## src/rtl/seq_booth_divider_pkg.sv

```systemverilog
// Shared types and constants for the sequential signed restoring divider.
package div_pkg;

    typedef enum logic [1:0] {
        IDLE,
        CALC,
        FIX
    } divState_e;

    localparam int MAX_WIDTH = 32;

    // Quotient pattern reported for a zero divisor, sliced down to WIDTH by users.
    localparam logic [MAX_WIDTH-1:0] DIV_ZERO_QUOTIENT = '1;

    function automatic int counterWidth(input int width);
        return $clog2(width + 1);
    endfunction

endpackage

```

## src/rtl/seq_booth_divider_if.sv

```systemverilog
// Start/busy/ready handshake bundle between a requester and the divider.
interface seq_booth_divider_if #(
    parameter int WIDTH = 8
);
    logic             start;
    logic [WIDTH-1:0] dividend;
    logic [WIDTH-1:0] divisor;
    logic [WIDTH-1:0] quotient;
    logic [WIDTH-1:0] remainder;
    logic             busy;
    logic             ready;
    logic             div_zero;
    logic             ovf;

    modport master (
        output start, dividend, divisor,
        input  quotient, remainder, busy, ready, div_zero, ovf
    );

    modport slave (
        input  start, dividend, divisor,
        output quotient, remainder, busy, ready, div_zero, ovf
    );
endinterface

```

## src/rtl/seq_booth_divider_restore_step.sv

```systemverilog
// One radix-2 restoring division step on unsigned magnitudes.
module div_restore_step #(
    parameter int WIDTH = 8
) (
    input  logic [WIDTH:0] partRem_i,
    input  logic           nextBit_i,
    input  logic [WIDTH:0] divMag_i,
    output logic [WIDTH:0] newRem_o,
    output logic           quotBit_o
);
    logic [WIDTH+1:0] shifted;
    logic [WIDTH+1:0] trialDiff;

    // One guard bit above the partial remainder makes the borrow visible as the sign.
    always_comb begin
        shifted   = {partRem_i, nextBit_i};
        trialDiff = shifted - {1'b0, divMag_i};
        quotBit_o = ~trialDiff[WIDTH+1];
        newRem_o  = quotBit_o ? trialDiff[WIDTH:0] : shifted[WIDTH:0];
    end
endmodule

```

## src/rtl/seq_booth_divider.sv

```systemverilog
// Sequential signed divider: restoring division on magnitudes, then a sign-fix cycle.
module seq_booth_divider
    import div_pkg::*;
#(
    parameter int WIDTH = 8
) (
    input logic                clk,
    input logic                reset,
    seq_booth_divider_if.slave bus
);
    localparam int               CNT_W    = counterWidth(WIDTH);
    localparam logic [WIDTH-1:0] MOST_NEG = {1'b1, {(WIDTH-1){1'b0}}};

    divState_e        stateQ;
    logic [CNT_W-1:0] cntQ;
    logic [WIDTH:0]   remQ;
    logic [WIDTH:0]   divMagQ;
    logic [WIDTH-1:0] dvdShiftQ;
    logic [WIDTH-1:0] quotMagQ;
    logic             negQuotQ;
    logic             negRemQ;
    logic             dzPendQ;
    logic             ovfPendQ;
    logic [WIDTH-1:0] quotientQ;
    logic [WIDTH-1:0] remainderQ;
    logic             busyQ;
    logic             readyQ;
    logic             divZeroQ;
    logic             ovfQ;

    logic [WIDTH-1:0] dvdMagD;
    logic [WIDTH-1:0] dsrMagD;
    logic [WIDTH:0]   stepRemD;
    logic             stepBitD;

    // The most-negative value negates to itself, which read unsigned is exactly 2^(WIDTH-1).
    assign dvdMagD = bus.dividend[WIDTH-1] ? -bus.dividend : bus.dividend;
    assign dsrMagD = bus.divisor[WIDTH-1]  ? -bus.divisor  : bus.divisor;

    div_restore_step #(
        .WIDTH(WIDTH)
    ) u_step (
        .partRem_i (remQ),
        .nextBit_i (dvdShiftQ[WIDTH-1]),
        .divMag_i  (divMagQ),
        .newRem_o  (stepRemD),
        .quotBit_o (stepBitD)
    );

    always_ff @(posedge clk or negedge reset) begin
        if (!reset) begin
            stateQ     <= IDLE;
            cntQ       <= '0;
            remQ       <= '0;
            divMagQ    <= '0;
            dvdShiftQ  <= '0;
            quotMagQ   <= '0;
            negQuotQ   <= 1'b0;
            negRemQ    <= 1'b0;
            dzPendQ    <= 1'b0;
            ovfPendQ   <= 1'b0;
            quotientQ  <= '0;
            remainderQ <= '0;
            busyQ      <= 1'b0;
            readyQ     <= 1'b0;
            divZeroQ   <= 1'b0;
            ovfQ       <= 1'b0;
        end else begin
            readyQ <= 1'b0;
            case (stateQ)
                IDLE: begin
                    if (bus.start) begin
                        negQuotQ  <= bus.dividend[WIDTH-1] ^ bus.divisor[WIDTH-1];
                        negRemQ   <= bus.dividend[WIDTH-1];
                        dvdShiftQ <= dvdMagD;
                        divMagQ   <= {1'b0, dsrMagD};
                        quotMagQ  <= '0;
                        cntQ      <= '0;
                        divZeroQ  <= 1'b0;
                        ovfQ      <= 1'b0;
                        busyQ     <= 1'b1;
                        dzPendQ   <= (bus.divisor == '0);
                        ovfPendQ  <= (bus.dividend == MOST_NEG) && (bus.divisor == '1);
                        // A zero divisor parks the raw dividend where the remainder is read from.
                        if (bus.divisor == '0) begin
                            remQ   <= {bus.dividend[WIDTH-1], bus.dividend};
                            stateQ <= FIX;
                        end else begin
                            remQ   <= '0;
                            stateQ <= CALC;
                        end
                    end
                end
                CALC: begin
                    remQ      <= stepRemD;
                    quotMagQ  <= {quotMagQ[WIDTH-2:0], stepBitD};
                    dvdShiftQ <= {dvdShiftQ[WIDTH-2:0], 1'b0};
                    cntQ      <= cntQ + CNT_W'(1);
                    if (cntQ == CNT_W'(WIDTH - 1)) begin
                        stateQ <= FIX;
                    end
                end
                FIX: begin
                    if (dzPendQ) begin
                        quotientQ  <= DIV_ZERO_QUOTIENT[WIDTH-1:0];
                        remainderQ <= remQ[WIDTH-1:0];
                    end else begin
                        quotientQ  <= negQuotQ ? -quotMagQ : quotMagQ;
                        remainderQ <= negRemQ ? -remQ[WIDTH-1:0] : remQ[WIDTH-1:0];
                    end
                    divZeroQ <= dzPendQ;
                    ovfQ     <= ovfPendQ;
                    readyQ   <= 1'b1;
                    busyQ    <= 1'b0;
                    stateQ   <= IDLE;
                end
                default: stateQ <= IDLE;
            endcase
        end
    end

    assign bus.quotient  = quotientQ;
    assign bus.remainder = remainderQ;
    assign bus.busy      = busyQ;
    assign bus.ready     = readyQ;
    assign bus.div_zero  = divZeroQ;
    assign bus.ovf       = ovfQ;
endmodule

```

## src/flat_wrapper.sv

```systemverilog
// flat-port wrapper written by rule: the top's interface ports become plain ports
module seq_booth_divider_flat import div_pkg::*;
#(
    parameter int WIDTH = 8
)
  (clk, reset, bus_start, bus_dividend, bus_divisor, bus_quotient, bus_remainder, bus_busy, bus_ready, bus_div_zero, bus_ovf);
  seq_booth_divider_if #(.WIDTH(WIDTH)) bus_i ();
  input logic clk;
  input logic reset;
  input wire logic [$bits(bus_i.start)-1:0] bus_start;
  input wire logic [$bits(bus_i.dividend)-1:0] bus_dividend;
  input wire logic [$bits(bus_i.divisor)-1:0] bus_divisor;
  output wire logic [$bits(bus_i.quotient)-1:0] bus_quotient;
  output wire logic [$bits(bus_i.remainder)-1:0] bus_remainder;
  output wire logic [$bits(bus_i.busy)-1:0] bus_busy;
  output wire logic [$bits(bus_i.ready)-1:0] bus_ready;
  output wire logic [$bits(bus_i.div_zero)-1:0] bus_div_zero;
  output wire logic [$bits(bus_i.ovf)-1:0] bus_ovf;
  assign bus_i.start = bus_start;
  assign bus_i.dividend = bus_dividend;
  assign bus_i.divisor = bus_divisor;
  assign bus_quotient = bus_i.quotient;
  assign bus_remainder = bus_i.remainder;
  assign bus_busy = bus_i.busy;
  assign bus_ready = bus_i.ready;
  assign bus_div_zero = bus_i.div_zero;
  assign bus_ovf = bus_i.ovf;
  seq_booth_divider #(.WIDTH(WIDTH)) u_core (.clk(clk), .reset(reset), .bus(bus_i));
endmodule
```

## config.mk

```make
export PLATFORM = sky130hd
export DESIGN_NAME = seq_booth_divider_flat
export DESIGN_NICKNAME = d
export VERILOG_FILES = /design/src/rtl/seq_booth_divider_pkg.sv /design/src/rtl/seq_booth_divider_if.sv /design/src/rtl/seq_booth_divider_restore_step.sv /design/src/rtl/seq_booth_divider.sv /design/src/flat_wrapper.sv
export SDC_FILE = /design/constraint.sdc
export NUM_CORES = 1
export LEC_CHECK = 0
export CAP_MARGIN = 30
export CORE_MARGIN = 5
export CORE_UTILIZATION = 25
export DETAILED_ROUTE_END_ITERATION = 10
export GPL_ROUTABILITY_DRIVEN = 0
export PLACE_DENSITY_LB_ADDON = 0.3
export SLEW_MARGIN = 20
export SYNTH_ARGS = -nofsm -noshare
export SYNTH_HDL_FRONTEND = slang
export SYNTH_SLANG_ARGS = --single-unit
```

## constraint.sdc

```tcl
create_clock -name clk -period 2.26 [get_ports clk]
set_clock_uncertainty 0.2 [all_clocks]
set_input_delay 0.678 -clock clk [delete_from_list [all_inputs] [get_ports clk]]
set_output_delay 0.678 -clock clk [all_outputs]
set_load 0.1 [all_outputs]
```

==> run_results.csv <==
group,metric,value,unit
setup_path,required,2.32,ns
detailed_routing,totalWireLength,9.08,mm
final_layout,fill_cells,1418,
logic_synthesis,yosys.area.top_type,"dfrtp_1",
setup_path,crit_buf_inv,2,
global_routing,track_usage,11.4,%
placement,post-dp-hpwl,6.99,mm
detailed_routing,firstDrtPassIters,4,
timing,relSlewSlack,64.7,%
flow_run,max-cap-violations,0,
setup_path,cp_cell_sequence,"clkdlybuf4s50_1 -> inv_1 -> ha_1 -> nand2b_1 -> nor4_4 -> and3_1 -> a21o_2 -> a211oi_2 -> nand2_1",
logic_synthesis,synth.most_common_cell,"dfrtp_1",
worst_hold_path,hold_class,"in -> async",
timing,finalSetupViolCount,0,
power_and_ir_drop,peakVddDrop,0.000481,V
timing,fin_ws,0.00637,ns
setup_path,path_class,"in -> reg",
cts,htree_levels,3,
status,status,"completed",
final_layout,utilization,37.1,%
power_and_ir_drop,finalPower,8.24,mW
logic_synthesis,yosys-top-cells-area,"dfrtp_1 44%, nand2_1 5.8%, o21ai_0 5.4%, ha_1 4.9%, xnor2_1 4.4%",
timing,period_minus_slack,2.25,ns
cts,clk_pin_slew,0.05,ns
cts,hold_buffers,0,
global_routing,grt_pass1_vias,3057,
logic_synthesis,synth-edff-count,0,
placement,pre_cts_ws,-0.506,ns
setup_path,end_kind,"flip-flop",
logic_synthesis,postSynthCellCount,391,
logic_synthesis,synth_top_flop_cell,"dfrtp_1",
floorplanning,io_pins,39,
global_routing,overflow,0,
detailed_routing,antenna_left,0,
global_routing,grt_max_degree,64,
cts,clock-sinks,63,
logic_synthesis,yosys.area.top_type_share,44.4,%
floorplanning,die-width,129,um
timing,whs,0.139,ns
floorplanning,initial_core_util,25.6,%
detailed_routing,routed_via_density,4.63,
global_routing,grt_antenna_before_repair,0,
cts,cts_tree,"done",
power_and_ir_drop,p_per_area,1600,nW/um^2
logic_synthesis,syn_nets,425,
placement,numPlacedInstances,643,
setup_path,crit_path_top_delay_cell,"nor4_4",
setup_path,path_delay_family,"simple AND/OR/NAND/NOR gates",
global_routing,grt_pass1_wl,15.1,mm
placement,port_buffers,38,
detailed_routing,post_drt_wl_per_cell,13.8,um
logic_synthesis,synthTopCellsByCount,"63 x dfrtp_1, 55 x nand2_1, 38 x o21ai_0",
final_layout,drive_gt1_share,23.8,%
detailed_routing,remaining_drc_errors,0,
final_layout,final_cells,660,
floorplanning,rows,43,
logic_synthesis,synthArstFlopShare,100,%
floorplanning,die_h,129,um
final_layout,antennaDiodeCount,0,
logic_synthesis,synth_cell_types,46,
logic_synthesis,synth_area_per_cell,9.08,um^2
logic_synthesis,synth-seq-cells,63,
setup_path,crit_arrival,2.32,ns
setup_path,worstPathMaxFanout,8,
cts,ctsRootBufferMaster,"clkbuf_16",
timing,hold_viol,0,
floorplanning,dieArea,16700,um^2
detailed_routing,vias,3053,
setup_path,setup.worst_path.start_class,"primary input",
logic_synthesis,synth.yosys.seq_area_share,44.4,%
timing,fmax,0.444,GHz
logic_synthesis,syn_area,3550,um^2
setup_path,critPathMaxStageDelay,0.43,ns
timing,worstMarginPinSlew,0.516,ns
cts,cts_made_buffers,9,
final_layout,multi_input_area,1940,um^2
logic_synthesis,yosys_warnings,0,
final_layout,seq_area,1580,um^2
cts,clk-insertion-delay-late,0.33,ns
final_layout,nets,509,
floorplanning,core_area,13900,um^2
power_and_ir_drop,p_leak,2.35,nW
timing,final-max-slew-violation-count,0,
detailed_routing,drt_iter0_drc,201,
cts,cts_max_path_buffers,2,
final_layout,syn_to_final_growth,45.1,%
timing,period_share,99.7,%
timing,rsz0062_at_grt,"yes",
cell type report:
cell class | count | share of cell area [%]
inverter | 20 | 1.46
clock inverter | 6 | 1.80
sequential | 63 | 30.6
multi-input combinational | 290 | 37.6
clock buffer | 10 | 4.64
tap | 180 | 4.37
timing repair buffer | 91 | 19.6
through the flow:
stage,cell area [um^2],TNS (ns)
final,5150,0
after global placement,4700,-6.71
after floorplan,3550,0
after global routing,5150,-0.652
after detailed placement,4700,-7.33
after CTS,5100,-0.0719
flip-flops by register name (all words and copies together) (netlist names), 2 cells and up:
register,cells
u_core.dvdShiftQ,8
u_core.remQ,9
u_core.bus.quotient,8
u_core.cntQ,4
u_core.bus.remainder,8
u_core.stateQ,2
u_core.quotMagQ,8
u_core.divMagQ,8
what timing repair did:
action	4_1_cts	5_1_grt
setup buffers	2	2
resized for setup	12	11
cloned	0	0
setup endpoints to repair	13	13
pin swaps	4	8
power by group:
group / leakage, nW / switching, mW / internal (mW)
Combinational: 1.38 / 2.61 / 2.15
Clock: 0.155 / 0.505 / 1.00
Sequential: 0.808 / 0.400 / 1.57
Total: 2.35 / 3.52 / 4.72
cell families after synthesis:
family,after synthesis,synth area share (%)
AND/OR/NAND/NOR,134,17.6
AO/OA/AOI/OAI,102,18.0
flip-flops,63,44.4
buffers and inverters,38,4.02
XOR/XNOR,30,7.93
adder cells (fa/ha/maj),15,5.50
multiplexers,9,2.54
per-layer routing:
metal  GRT usage [%]  vias up  part of all wire [%]
met5               0        -                     0
met4            3.46        0                   1.5
met3            2.97       11                   5.4
met2            17.2       79                    44
met1            16.1     1432                    49
li1                -     1531                     -
final timing paths:
path / start / endpoint / slack [ns] / cells past startpoint
max: bus_divisor[1] / u_core.remQ[8]$_DFFE_PN0P_ / 0.006 / 9
min: reset / u_core.bus.remainder[2]$_DFFE_PN0P_ / 0.14 / 2
max reg2reg: u_core.dvdShiftQ[7]$_DFFE_PN0P_ / u_core.remQ[8]$_DFFE_PN0P_ / 0.006 / 9
min reg2reg: u_core.negRemQ$_DFFE_PN0P_ / u_core.negRemQ$_DFFE_PN0P_ / 0.28 / 2
max in group asynchronous: reset / u_core.remQ[4]$_DFFE_PN0P_ / 1.41 / 2
min in group clk: u_core.negRemQ$_DFFE_PN0P_ / u_core.negRemQ$_DFFE_PN0P_ / 0.28 / 2
worst register-to-register path: cells and delay by family (launching register included):
family                     cells  cell delay, ns
AOI/OAI and AO/OA              4            0.94
adders and majority gates      2            0.42
DFF                            1            0.38
and+or+nand+nor                2            0.13
buffers and inverters          1            0.08
cell usage in the layout, fill, tap and decap left out, drive strengths merged, types with 3 or more instances in the layout:
cell type,count
dlygate4sd2,4
xor2,11
and3,6
o31ai,6
nor2b,5
clkdlybuf4s50,12
dfrtp,63
xnor2,19
nor2,37
nor4,3
o22ai,6
clkbuf,10
mux2i,9
or3,4
a22oi,4
buf,74
nand2b,10
nor3,3
o41ai,3
a21oi,24
a22o,7
ha,14
inv,21
o21ai,38
nand3,5
nand2,55
(Power assumes the default switching activity.)
